`src/rtl/ram_wr_arbiter.sv`:
```
// rtl/ram_wr_arbiter.sv - CPU/loader write arbiter for the shared RAM and LED I/O write bus
// One registered write per cycle; CPU-priority RUN mode with loader burst relief, loader-only LOAD mode.
module ram_wr_arbiter #(
  parameter int unsigned MAX_BURST = 4
) (
  input  logic       clk,
  input  logic       rst_n,
  input  logic       cpu_wreq,
  input  logic [7:0] cpu_wadr,
  input  logic [7:0] cpu_wdata,
  output logic       cpu_wack,
  input  logic       ld_wreq,
  input  logic [7:0] ld_wadr,
  input  logic [7:0] ld_wdata,
  output logic       ld_wack,
  input  logic       ld_mode,
  output logic [7:0] ram_wadr,
  output logic [7:0] ram_wdata,
  output logic       ram_wen
);

  typedef enum logic {RUN, LOAD} state_t;

  state_t     state, state_nxt;
  logic [3:0] burst_cnt, burst_nxt;
  logic       cpu_elig, ld_elig, burst_hit;
  logic       cpu_gnt, ld_gnt;

  always_comb begin
    state_nxt = ld_mode ? LOAD : RUN;
    // a requester acked this cycle is still holding the same write; skip it once
    cpu_elig  = cpu_wreq & ~cpu_wack;
    ld_elig   = ld_wreq & ~ld_wack;
    burst_hit = (burst_cnt >= 4'(MAX_BURST));
    cpu_gnt   = 1'b0;
    ld_gnt    = 1'b0;
    burst_nxt = burst_cnt;

    if (state_nxt == LOAD) begin
      ld_gnt = ld_elig;
    end else if (ld_elig && (burst_hit || !cpu_wreq)) begin
      // a pending CPU request keeps priority until its burst allowance is used
      ld_gnt = 1'b1;
    end else begin
      cpu_gnt = cpu_elig;
    end

    if (!ld_wreq || ld_gnt || (state == RUN && state_nxt == LOAD)) begin
      burst_nxt = 4'd0;
    end else if (cpu_gnt && burst_cnt != 4'hF) begin
      burst_nxt = burst_cnt + 4'd1;
    end
  end

  always_ff @(posedge clk or negedge rst_n) begin
    if (!rst_n) begin
      state     <= RUN;
      burst_cnt <= 4'd0;
      cpu_wack  <= 1'b0;
      ld_wack   <= 1'b0;
      ram_wen   <= 1'b0;
      ram_wadr  <= 8'h00;
      ram_wdata <= 8'h00;
    end else begin
      state     <= state_nxt;
      burst_cnt <= burst_nxt;
      cpu_wack  <= cpu_gnt;
      ld_wack   <= ld_gnt;
      ram_wen   <= cpu_gnt | ld_gnt;
      if (cpu_gnt) begin
        ram_wadr  <= cpu_wadr;
        ram_wdata <= cpu_wdata;
      end else if (ld_gnt) begin
        ram_wadr  <= ld_wadr;
        ram_wdata <= ld_wdata;
      end
    end
  end

endmodule

```
`config.mk`:
```
export PLATFORM = sky130hd
export DESIGN_NAME = ram_wr_arbiter
export DESIGN_NICKNAME = d
export VERILOG_FILES = /design/src/rtl/ram_wr_arbiter.sv
export SDC_FILE = /design/constraint.sdc
export NUM_CORES = 1
export LEC_CHECK = 0
export CAP_MARGIN = 0
export CORE_UTILIZATION = 35
export DETAILED_ROUTE_END_ITERATION = 16
export HOLD_SLACK_MARGIN = 0.05
export PLACE_DENSITY_LB_ADDON = 0.12
export SLEW_MARGIN = 20
export SYNTH_ARGS = -nofsm -noshare
export SYNTH_HDL_FRONTEND = slang
export SYNTH_SLANG_ARGS = --single-unit
```
`constraint.sdc`:
```
create_clock -name clk -period 2 [get_ports clk]
set_input_delay 0.3 -clock clk [delete_from_list [all_inputs] [get_ports clk]]
set_output_delay 0.3 -clock clk [all_outputs]
set_load 0.05 [all_outputs]
```
==> results.sh <==
export IMPL_run_status="finished, final reports clean"
export IMPL_effective_utilization_at_floorplan_pct=37.2
export IMPL_fin_worst_skew_ps=1.54
export IMPL_timing_critical_path_fanout_max=2
export IMPL_grt_start_max_net_pins=36
export IMPL_commonest_non_fill_non_tap_cell_in_the_layout="clkdlybuf4s50_1"
export IMPL_power_combinational_fraction_pct=40.2
export IMPL_post_drt_via_cell_ratio=4.89
export IMPL_layout_cells_most_common_list="clkdlybuf4s50_1 (55), dfrtp_1 (24), nand2_1 (18), nor2_1 (17), a221o_1 (16)"
export IMPL_wl_met1_um=1250
export IMPL_p_switching_mw=0.504
export IMPL_critical_path_top_delay_family="buffers and inverters"
export IMPL_maxSlewViolCount=0
export IMPL_cts_resized=0
export IMPL_grt_pass1_vias=1074
export IMPL_worst_setup_path_endpoint="ram_wadr[7]"
export IMPL_crit_reg2reg_launch="burst_cnt[2]"
export IMPL_hold_class="in2async"
export IMPL_setup_worst_path_end_class="primary output"
export IMPL_clock_tree_htree_level_count=1
export IMPL_drt_initial_drc_count=35
export IMPL_clk_lat_worst_skew_ps=310
export IMPL_area_growth_synth_to_final_pct=56.3
export IMPL_setup_repair_after_global_routing_missed_its_margin="false"
export IMPL_postLayoutCoreUtil_pct=58.2
export IMPL_dr_wl_cell_um=13.0
export IMPL_r2r_slack_ps=340
export IMPL_routed_via_count=1027
export IMPL_ys_seq_area_share_pct=52.0
export IMPL_timing_worst_slew_pin_value_ps=516
export IMPL_core_area_mm2=0.00310
export IMPL_die_area_mm2=0.00353
export IMPL_post_synth_inst_count=107
export IMPL_die_y_um=59.4
export IMPL_critical_path_startpoint="ram_wadr[7]"
export IMPL_number_of_warnings_printed_during_yosys_synthesis=0
export IMPL_sequentialPowerShare_pct=41.4
export IMPL_cp_data_required_time_ps=1700
export IMPL_ctsLongestPathBuffers=2
export IMPL_cpPeakStageDelay_ps=810
export IMPL_leakagePower_nw=0.768
export IMPL_clkSlewWorstSetupHoldPaths_ps=130
export IMPL_peak_vdd_ir_v=0.000395
export IMPL_timing_max_slew_rel_slack_pct=65.5
export IMPL_die_w_um=59.4
export IMPL_post_cts_hold_buffer_count=0
export IMPL_drv_max_cap_violation_count=0
export IMPL_crit_arrival_ps=1510
export IMPL_path_depth=1
export IMPL_worstSetupPathType="reg2out"
export IMPL_antenna_cells_inserted=0
export IMPL_drt_pass1_iter_count=3
export IMPL_clock_tree_root_cell="clkbuf_4"
export IMPL_grt_first_pass_wirelength_um=4750
export IMPL_cts_tree="done"
export IMPL_cts_setup_buffers=0
export IMPL_count_of_buffering_cells_on_the_critical_path_with_inverters_included=1
export IMPL_final_setup_tns_ps=0
export IMPL_portBuffers=55
export IMPL_dr_wl_met3_um=160
export IMPL_ys_types=26
export IMPL_swShare_pct=36.2
export IMPL_critical_path_slowest_cell="clkdlybuf4s50_1"
export IMPL_core_rowCount=20
export IMPL_fin_crit_sh_pct=90.3
export IMPL_p_per_area_mw_per_mm2=771
export IMPL_cts_sink_count=24
export IMPL_grt_ovfl_total=0
export IMPL_startpoint_type_of_the_worst_setup_path="flip-flop"
export IMPL_timing_hold_violations_final=0
export IMPL_routed_top_layer="met4"
export IMPL_timing_final_setup_violations=0
export IMPL_dp_hpwl_um=1990
export IMPL_post_route_min_period_ps=1810
export IMPL_finish_net_count=205
export IMPL_fmax_mhz=554
export IMPL_timing_reg2reg_worst_path_depth=5
export IMPL_clock_power_share_pct=18.4
export IMPL_antenna_found_initial=0
export IMPL_fillers=303
export IMPL_post_synth_instance_area_mm2=0.00115
export IMPL_drc=0
export IMPL_io_pin_count=56
export IMPL_critical_path_cell_chain="clkdlybuf4s50_1"
export IMPL_drt_antenna_violating_nets=0
export IMPL_overall_global_routing_usage_pct=17.9
export IMPL_post_route_cells_drive_above_1_share_pct=10.2
export IMPL_dr_wl_met2_um=1310
export IMPL_post_synth_cell_area_avg_um2=10.8
export IMPL_synth_nets=145
export IMPL_gp_congestion=0.731
export IMPL_cts_made_buffers=3
export IMPL_synth_seq_cells=24
export IMPL_internal_power_mw=0.887
export IMPL_totalWireLength_um=2730
export IMPL_worst_r2r_endpoint="burst_cnt[2]"
[Yosys cell counts]
cell,n,area share (%)
a211oi_2,1,1.1
a31oi_2,1,1.1
o21ba_4,1,1.4
a221o_1,16,14
nand2_1,18,5.9
a21oi_1,3,1.3
o21bai_1,1,0.65
nand2b_1,1,0.54
buf_2,3,1.3
or2_2,1,0.54
a21boi_0,1,0.65
a41oi_4,1,2.4
dfrtp_1,24,52
ha_1,1,1.1
and4b_1,1,0.87
or3_1,1,0.54
inv_1,3,0.98
nand3_1,1,0.43
or3b_1,2,1.5
clkbuf_1,1,0.32
o21ai_0,3,1.3
nor2_1,17,5.5
nor3_1,1,0.43
nor3b_2,1,1.1
buf_8,1,1.3
buf_6,2,2.0
[registers in the layout, indices dropped and copies added, names as in the netlist]
signal / count
ld_wack: 1
burst_cnt: 4
ram_wdata: 8
state: 1
cpu_wack: 1
ram_wadr: 8
ram_wen: 1
[final cells by class]
type,count,area (um2),share of cell area [%]
sequential,24,601,33.3
timing repair buffer,62,616,34.1
tap,44,55.1,3.05
clock buffer,4,36.3,2.01
inverter,3,11.3,0.624
multi-input combinational,73,487,27.0
[logic make-up after synthesis]
group,share of synthesized area [%]
and+or+nand+nor,17.3
AOI/OAI and AO/OA,23.7
buffers and inverters,5.85
adders and majority gates,1.08
DFF,52.0
[how the worst min path moves through the flow]
stage | depth (start not counted) | endpoint | start
detailed placement | 1 | burst_cnt[3] | burst_cnt[3]
CTS | 2 | state | rst_n
floorplan | 0 | burst_cnt[0] | rst_n
finish | 2 | state | rst_n
global route | 2 | state | rst_n
global placement | 1 | burst_cnt[3] | burst_cnt[3]
[metal layers]
layer / GRT usage (%) / vias up
met1: 22.7 / 489
met4: 7.14 / 0
met2: 29.9 / 32
met3: 3.49 / 2
li1: - / 504
met5: 0 / -
[per-stage QoR]
step | hold slack (ps) | cell area, um2 | total power [mW] | instances | setup WS, ps
detailed placement | 588 | 1770 | 1.15 | 206 | 11.7
CTS | 326 | 1810 | 1.41 | 210 | 177
global placement | 566 | 1770 | 1.14 | 206 | 57.4
floorplan | 4.41 | 1150 | 0.916 | 107 | 147
global route | 333 | 1810 | 1.47 | 210 | 114
finish | 320 | 1810 | 1.39 | 210 | 194
[power by group through the flow]
stage	Combinational, mW	Clock (mW)	Sequential [mW]
floorplan	0.126	0	0.789
global placement	0.557	0	0.584
detailed placement	0.563	0	0.584
CTS	0.565	0.266	0.576
global route	0.595	0.289	0.583
finish	0.560	0.256	0.576
(Power assumes the default switching activity.)
